File: src/rtl/cpuif_arbiter_2to1.sv
// Two-requester round-robin arbiter in front of a single cpuif regblock port.
// One transaction in flight at a time; a watchdog turns a missing ack into an error response.
module cpuif_arbiter_2to1 #(
  parameter int ADDR_WIDTH     = 32,
  parameter int DATA_WIDTH     = 32,
  parameter int TIMEOUT_CYCLES = 64
) (
  input  logic                  clk,
  input  logic                  rst_n,
  input  logic                  s0_req,
  input  logic                  s0_req_is_wr,
  input  logic [ADDR_WIDTH-1:0] s0_addr,
  input  logic [DATA_WIDTH-1:0] s0_wr_data,
  input  logic [DATA_WIDTH-1:0] s0_wr_biten,
  output logic                  s0_rsp_valid,
  output logic                  s0_rsp_err,
  output logic [DATA_WIDTH-1:0] s0_rsp_data,
  input  logic                  s1_req,
  input  logic                  s1_req_is_wr,
  input  logic [ADDR_WIDTH-1:0] s1_addr,
  input  logic [DATA_WIDTH-1:0] s1_wr_data,
  input  logic [DATA_WIDTH-1:0] s1_wr_biten,
  output logic                  s1_rsp_valid,
  output logic                  s1_rsp_err,
  output logic [DATA_WIDTH-1:0] s1_rsp_data,
  output logic                  m_cpuif_req,
  output logic                  m_cpuif_req_is_wr,
  output logic [ADDR_WIDTH-1:0] m_cpuif_addr,
  output logic [DATA_WIDTH-1:0] m_cpuif_wr_data,
  output logic [DATA_WIDTH-1:0] m_cpuif_wr_biten,
  input  logic                  m_cpuif_req_stall_wr,
  input  logic                  m_cpuif_req_stall_rd,
  input  logic                  m_cpuif_rd_ack,
  input  logic                  m_cpuif_rd_err,
  input  logic [DATA_WIDTH-1:0] m_cpuif_rd_data,
  input  logic                  m_cpuif_wr_ack,
  input  logic                  m_cpuif_wr_err,
  output logic                  stray_ack
);

  localparam int WD_W = $clog2(TIMEOUT_CYCLES + 1);
  localparam logic [WD_W-1:0] WD_LIMIT = WD_W'(TIMEOUT_CYCLES - 1);

  typedef enum logic [1:0] {IDLE, ISSUE, WAIT, RESP} state_t;

  state_t          state;
  logic            grant;
  logic            last_grant;
  logic [WD_W-1:0] wdog;

  logic                  next_grant;
  logic                  sel_is_wr;
  logic [ADDR_WIDTH-1:0] sel_addr;
  logic [DATA_WIDTH-1:0] sel_wr_data;
  logic [DATA_WIDTH-1:0] sel_wr_biten;
  logic                  stall;
  logic                  match_ack;
  logic                  wd_expired;
  logic                  go_resp;
  logic                  resp_err;
  logic [DATA_WIDTH-1:0] resp_data;
  logic                  stray_hit;

  always_comb begin
    next_grant   = (s0_req && s1_req) ? ~last_grant : s1_req;
    sel_is_wr    = next_grant ? s1_req_is_wr : s0_req_is_wr;
    sel_addr     = next_grant ? s1_addr      : s0_addr;
    sel_wr_data  = next_grant ? s1_wr_data   : s0_wr_data;
    sel_wr_biten = next_grant ? s1_wr_biten  : s0_wr_biten;

    stall      = m_cpuif_req_is_wr ? m_cpuif_req_stall_wr : m_cpuif_req_stall_rd;
    match_ack  = m_cpuif_req_is_wr ? m_cpuif_wr_ack : m_cpuif_rd_ack;
    wd_expired = (wdog == WD_LIMIT);

    // A matching ack on the expiry cycle completes normally rather than timing out.
    go_resp   = 1'b0;
    resp_err  = 1'b0;
    resp_data = '0;
    if (state == ISSUE && wd_expired) begin
      go_resp  = 1'b1;
      resp_err = 1'b1;
    end else if (state == WAIT) begin
      if (match_ack) begin
        go_resp   = 1'b1;
        resp_err  = m_cpuif_req_is_wr ? m_cpuif_wr_err : m_cpuif_rd_err;
        resp_data = m_cpuif_req_is_wr ? '0 : m_cpuif_rd_data;
      end else if (wd_expired) begin
        go_resp  = 1'b1;
        resp_err = 1'b1;
      end
    end

    if (state == WAIT) begin
      stray_hit = m_cpuif_req_is_wr ? m_cpuif_rd_ack : m_cpuif_wr_ack;
    end else begin
      stray_hit = m_cpuif_rd_ack || m_cpuif_wr_ack;
    end
  end

  always_ff @(posedge clk) begin
    if (!rst_n) begin
      state             <= IDLE;
      grant             <= 1'b0;
      last_grant        <= 1'b1;
      wdog              <= '0;
      m_cpuif_req       <= 1'b0;
      m_cpuif_req_is_wr <= 1'b0;
      m_cpuif_addr      <= '0;
      m_cpuif_wr_data   <= '0;
      m_cpuif_wr_biten  <= '0;
      s0_rsp_valid      <= 1'b0;
      s0_rsp_err        <= 1'b0;
      s0_rsp_data       <= '0;
      s1_rsp_valid      <= 1'b0;
      s1_rsp_err        <= 1'b0;
      s1_rsp_data       <= '0;
      stray_ack         <= 1'b0;
    end else begin
      s0_rsp_valid <= 1'b0;
      s0_rsp_err   <= 1'b0;
      s0_rsp_data  <= '0;
      s1_rsp_valid <= 1'b0;
      s1_rsp_err   <= 1'b0;
      s1_rsp_data  <= '0;

      if (stray_hit) begin
        stray_ack <= 1'b1;
      end

      case (state)
        IDLE: begin
          if (s0_req || s1_req) begin
            grant             <= next_grant;
            last_grant        <= next_grant;
            wdog              <= '0;
            m_cpuif_req       <= 1'b1;
            m_cpuif_req_is_wr <= sel_is_wr;
            m_cpuif_addr      <= sel_addr;
            m_cpuif_wr_data   <= sel_wr_data;
            m_cpuif_wr_biten  <= sel_wr_biten;
            state             <= ISSUE;
          end
        end
        ISSUE: begin
          wdog <= wdog + WD_W'(1);
          if (wd_expired || !stall) begin
            m_cpuif_req <= 1'b0;
          end
          if (!wd_expired && !stall) begin
            state <= WAIT;
          end
        end
        WAIT: begin
          wdog <= wdog + WD_W'(1);
        end
        RESP: begin
          state <= IDLE;
        end
        default: begin
          state <= IDLE;
        end
      endcase

      if (go_resp) begin
        state <= RESP;
        if (grant) begin
          s1_rsp_valid <= 1'b1;
          s1_rsp_err   <= resp_err;
          s1_rsp_data  <= resp_data;
        end else begin
          s0_rsp_valid <= 1'b1;
          s0_rsp_err   <= resp_err;
          s0_rsp_data  <= resp_data;
        end
      end
    end
  end

endmodule
File: config.mk
export PLATFORM = sky130hd
export DESIGN_NAME = cpuif_arbiter_2to1
export DESIGN_NICKNAME = d
export VERILOG_FILES = /design/src/rtl/cpuif_arbiter_2to1.sv
export SDC_FILE = /design/constraint.sdc
export NUM_CORES = 1
export LEC_CHECK = 0
export CAP_MARGIN = 40
export CORE_AREA = 4 4 155 157
export DETAILED_ROUTE_END_ITERATION = 7
export DIE_AREA = 0 0 159 161
export DONT_BUFFER_PORTS = 1
export GPL_TIMING_DRIVEN = 0
export PLACE_DENSITY = 0.54
export SLEW_MARGIN = 30
export SYNTH_ARGS = -nofsm -noshare
export SYNTH_HDL_FRONTEND = slang
export SYNTH_SLANG_ARGS = --single-unit
File: constraint.sdc
create_clock -name clk -period 3.97 [get_ports clk]
set_clock_uncertainty 0.15 [all_clocks]
set_input_delay 0.794 -clock clk [delete_from_list [all_inputs] [get_ports clk]]
set_output_delay 0.794 -clock clk [all_outputs]
set_load 0.03 [all_outputs]
=== After elaboration in Yosys (flattened, before gate mapping) ===
Cells that the tools add are included.

* Flip-flop bits (word level): 178
* Output and inout port bits: 167
* Logic and storage cells: 80
* Input port bits: 236

* Multiplexer cells: 32
* Equality and inequality tests: 8
* Reductions and logical operators: 20
* Bitwise logic cells: 3
* $add $sub $neg: 1

{| class="wikitable"
|+ Operators with widths
! cell !! count
|-
| $mux W32 || 7
|-
| $mux W1 || 18
|-
| $pmux W7 S2 || 1
|-
| $reduce_and A3 Y1 || 3
|-
| $add A7 B1 Y7 const B || 1
|-
| $eq A7 B6 Y1 const B || 1
|-
| $mux W7 || 1
|-
| $mux W2 || 3
|-
| $pmux W2 S3 || 1
|-
| $reduce_and A2 Y1 || 3
|-
| $eq A2 B2 Y1 const B || 2
|-
| $reduce_bool A2 Y1 || 2
|-
| $reduce_bool A4 Y1 || 1
|-
| $logic_and A1 B1 Y1 || 3
|-
| $logic_or A1 B1 Y1 || 3
|-
| $ne A3 B2 Y1 const B || 1
|-
| $ne A3 B3 Y1 const B || 1
|-
| $not A1 Y1 || 3
|-
| $reduce_or A3 Y1 || 1
|-
| $eq A2 B1 Y1 const B || 1
|-
| $logic_not A1 Y1 || 2
|-
| $logic_not A2 Y1 || 1
|-
| $ne A2 B1 Y1 const B || 1
|-
| $ne A2 B2 Y1 const B || 1
|-
| other kinds (2) || 2
|}

=== Depth between registers and ports, before layout ===
* Word-level depth: 7
* Gate-level depth with buffers: 8
* Depth with buffers taken out: 6

=== Least setup slack after synthesis ===
Ideal clock, no wire load.

* Path kind: input-to-reg
* Start point: input port s1_req
* End point: register m_cpuif_wr_data[10]
* Data arrival time: 1760 ps
* Slack: 1923 ps
* Required time: 3683 ps
* Stages on the path: 5
* Setup time: 137 ps
* Cells stage by stage: o21a_1 buf_2 buf_1 buf_1 a211oi_1

* Word-level cells in the longest chain between the ends: 3
* Elaborated cells on any way between the ends: 5
* Those cells by class: mux: 2; reduce/logical: 3

{| class="wikitable"
|+ Ends and longest elaborated chain
! what !! RTL line !! RTL
|-
| from (decl) || 18 || <nowiki>input logic s1_req,</nowiki>
|-
| $logic_and A1 B1 Y1 || 65 || <nowiki>next_grant = (s0_req && s1_req) ? ~last_grant : s1_req;</nowiki>
|-
| $mux W1 || 65 ||
|-
| $mux W32 || 68 || <nowiki>sel_wr_data = next_grant ? s1_wr_data : s0_wr_data;</nowiki>
|-
| to (signal assigned) || 139 || <nowiki>m_cpuif_wr_data <= sel_wr_data;</nowiki>
|-
| to (decl) || 29 || <nowiki>output logic [DATA_WIDTH-1:0] m_cpuif_wr_data,</nowiki>
|}

Parallel ways exist; a longest one is shown, timed or not.
A chain may end at the register's enable or synchronous reset.

=== Worst setup path in the final report ===
* Start point: register state[0]
* End point: register m_cpuif_addr[12]

* Word-level cells in the longest chain between the ends: 2

{| class="wikitable"
|+ Ends and longest elaborated chain
! what !! RTL line !! RTL
|-
| from (decl) || 46 || <nowiki>state_t state;</nowiki>
|-
| from (signal assigned) || 102 || <nowiki>state <= IDLE;</nowiki>
|-
| from (signal assigned) || 141 || <nowiki>state <= ISSUE;</nowiki>
|-
| from (signal assigned) || 150 || <nowiki>state <= WAIT;</nowiki>
|-
| $logic_not A2 Y1 || 130 || <nowiki>case (state)</nowiki>
|-
| $reduce_and A2 Y1 (no source line) || - ||
|-
| to (signal assigned) || 138 || <nowiki>m_cpuif_addr <= sel_addr;</nowiki>
|-
| to (decl) || 28 || <nowiki>output logic [ADDR_WIDTH-1:0] m_cpuif_addr,</nowiki>
|}

Every way passes these cells.

==> results_dict.tcl <==
set metrics [dict create \
    drt_first_pass_iters 6 \
    path_class "flop to flop" \
    fp.coreArea_sq_um 22500 \
    synth.ff_latch_count 178 \
    final_routed_wirelength_across_all_metal_layers_um 23500 \
    grt_remaining_overflow 0 \
    p_leak_nw 3.25 \
    path_clk_slew_ns 0.07 \
    syn_avg_cell_area_sq_um 10.2 \
    report.final.hold_viol_count 0 \
    timing.critical_path.arrival_ns 2.78 \
    setup_total_negative_slack_ns 0 \
    r2r_cells 7 \
    row_count 55 \
    num_vias 5174 \
    rsz0062_at_grt "no" \
    holdBufCountCts 0 \
    flow.area_growth_from_synthesis_pct 13.6 \
    die-width_um 159 \
    routedWlPerCell_um 23.6 \
    critical_path_peak_fanout 10 \
    setup.worst_path.start_class "flop" \
    dieHeight_um 161 \
    timing.max_cap.violations 0 \
    grt_max_degree 19 \
    max_freq_ghz 0.378 \
    yosysWarnings 0 \
    detailed_place_hpwl_um 18500 \
    post_cts_resize_count 0 \
    design.final.nets 938 \
    antenna-diode-count 0 \
    postCtsSetupBuffers 0 \
    crit-reg2reg-capture "m_cpuif_addr[12]$_SDFFE_PN0P_" \
    clock_sink_count 178 \
    hold_depth 1 \
    number_of_antenna_violating_nets_in_the_routed_design 0 \
    worstMarginPinSlew_ns 0.740 \
    cts.root.buffer_cell "clkbuf_16" \
    synthesis.instances 678 \
    multi_input_comb_area_sq_um 3080 \
    slew_violations 0 \
    grt_busiest_layer "met2" \
    grt_use_met1_pct 19.4 \
    post_detailed_route_via_to_cell_ratio 5.21 \
    timing.final.crit_period_ns 2.65 \
    portBuffers 0 \
    drive_above_1_share_pct 8.60 \
    design.die.area_sq_um 25600 \
    hold_end "last_grant$_SDFFE_PN1P_" \
    synth.yosys.seq_area_share_pct 51.4 \
    finalCoreUtilization_pct 35.0 \
    worst-r2r-setup-slack_ns 1.32 \
    top_level_ports 403 \
    groute.layer.met3.usage_pct 7.48 \
    power_per_cell_area_nw_per_um2 744 \
    globalRouteMet2Util_pct 30.8 \
    clock_latency_ns 0.42 \
    required_ns 4.10 \
    hold_path.startpoint "rst_n" \
    min_path_type "input port to flop" \
    grt_pass1_vias 5278 \
    remaining_max_slew_budget_at_the_tightest_pin_pct 50.7 \
    globalplace.congestion 0.789 \
    ir_worst_vdd_v 0.000339 \
    remaining_drc_errors 0 \
    effective_utilization_at_floorplan_pct 30.8 \
    beginning_of_the_worst_register_to_register_path "state[0]$_SDFFE_PN0P_" \
    run_status "finished clean" \
    cts_htree_levels 4 \
    synth_nets 919 \
    number_of_antenna_violations_at_the_first_check_in_global_routing 1 \
    cts_buffers 17 \
    type_of_destination_of_the_critical_path "flop" \
    setup_violations 0 \
    grt_pass1_wl_um 34000 \
    clockBufferDepth 2 \
    grt_use_total_pct 17.4 \
    yosys_cell_types 45 \
    synth.cell_area_sq_um 6930 \
    fillCellCount 2295 \
    final-seq-area_sq_um 3560 \
    post-route-period-util_pct 66.6 \
    cts_tree "yes" \
    drt-initial-drc-count 298 \
]
-- placed cells by master, fill, tap and decap left out, types with 5 or more instances in the layout --
cell / instances
and3_1: 62
buf_1: 7
buf_2: 12
clkbuf_1: 32
mux2i_1: 98
inv_1: 5
o21ai_0: 8
nor2_1: 109
ha_1: 5
and3_2: 5
dfxtp_1: 178
clkbuf_16: 17
a211oi_1: 97
a21oi_1: 6
inv_6: 7
-- registers in the layout, summed over array words and instances (netlist names), 2 cells and up --
register and count:
m_cpuif_addr 32, s1_rsp_data 32, wdog 7, m_cpuif_wr_biten 32
state 2, s0_rsp_data 32, m_cpuif_wr_data 32
-- worst max-delay path, cell delays in order (launching register included) --
cell	delay, ns
dfxtp_1	0.35
inv_1	0.10
ha_1	0.34
o21a_1	0.21
buf_2	0.27
buf_1	0.45
clkbuf_1	0.48
a211oi_1	0.14
-- synth_stat cells (all sizes together) --
library cell  number  area share [%]
a21oi              6            0.43
a21boi             2            0.22
o21ai              8            0.58
o2111ai            1            0.13
o22ai              1           0.090
o311ai             1            0.13
dfxtp            178              51
nand3b             1            0.11
or3b               1            0.13
and4b              1            0.14
ha                 5            0.90
o21a               4            0.43
nand2              4            0.22
or3                1           0.090
o211a              1            0.14
o32a               2            0.47
nor2             109             5.9
a211oi            97              11
inv                5            0.27
o31ai              1            0.11
buf               25             2.1
clkbuf            32             1.7
nand4b             1            0.34
nor2b              4            0.36
xor2               4            0.51
nor3b              2            0.38
mux2i             98              14
and2               1           0.090
a22oi              2            0.22
mux2               1            0.16
a32oi              1            0.13
o211ai             3            0.33
nand3              2            0.14
a31oi              1           0.090
nor4               1           0.090
nor3               3            0.54
and3              67             6.1
nand2b             1           0.090
-- report_power, final --
part           internal [mW]  switching [mW]  leakage (nW)
clock                  0.897           0.793         0.285
combinational          0.429           0.760          1.51
sequential              2.11           0.871          1.46
-- final cells by class --
class	count	share of cell area [%]
flip-flops and latches	178	45.3
multi-input cells	438	39.2
clock buffers	17	5.40
well taps	285	4.53
plain buffers	57	3.34
clock inverters	14	2.07
inverters	5	0.238
-- cell families after synthesis --
group | share of synthesized area, %
adder cells (fa/ha/maj) | 0.903
XOR/XNOR | 0.506
flip-flops | 51.4
multiplexers | 14.3
AND/OR/NAND/NOR | 14.8
AO/OA/AOI/OAI | 14.0
buffers and inverters | 4.06
-- metrics by stage --
| step | cells | total power [mW] | setup slack (ns) | instance area (sq um) | hold WS, ns |
|---|---|---|---|---|---|
| final | 994 | 5.86 | 1.32 | 7870 | 0.320 |
| after global routing | 994 | 6.20 | 1.09 | 7870 | 0.311 |
| after CTS | 994 | 5.94 | 1.26 | 7870 | 0.296 |
| after detailed placement | 963 | 4.24 | 1.29 | 7280 | 0.346 |
| after global placement | 963 | 4.22 | 1.29 | 7280 | 0.341 |
| after floorplan | 678 | 3.81 | 1.92 | 6930 | 0.315 |
-- per-layer routing --
layer / vias up / wire length [um]
met1: 2415 / 9040
li1: 2483 / -
met2: 259 / 11800
met3: 15 / 2340
met4: 2 / 216
met5: - / 20
-- worst max path at each step --
stage                                from                          endpoint  slack (ns)
finish              state[0]$_SDFFE_PN0P_     m_cpuif_addr[12]$_SDFFE_PN0P_        1.32
global route        state[0]$_SDFFE_PN0P_     m_cpuif_addr[11]$_SDFFE_PN0P_        1.09
CTS                 state[0]$_SDFFE_PN0P_     m_cpuif_addr[18]$_SDFFE_PN0P_        1.26
detailed placement  state[0]$_SDFFE_PN0P_     m_cpuif_addr[17]$_SDFFE_PN0P_        1.29
global placement                   s1_req     m_cpuif_addr[11]$_SDFFE_PN0P_        1.29
floorplan                          s1_req  m_cpuif_wr_data[10]$_SDFFE_PN0P_        1.92
Power figures use the tool's default switching activity.
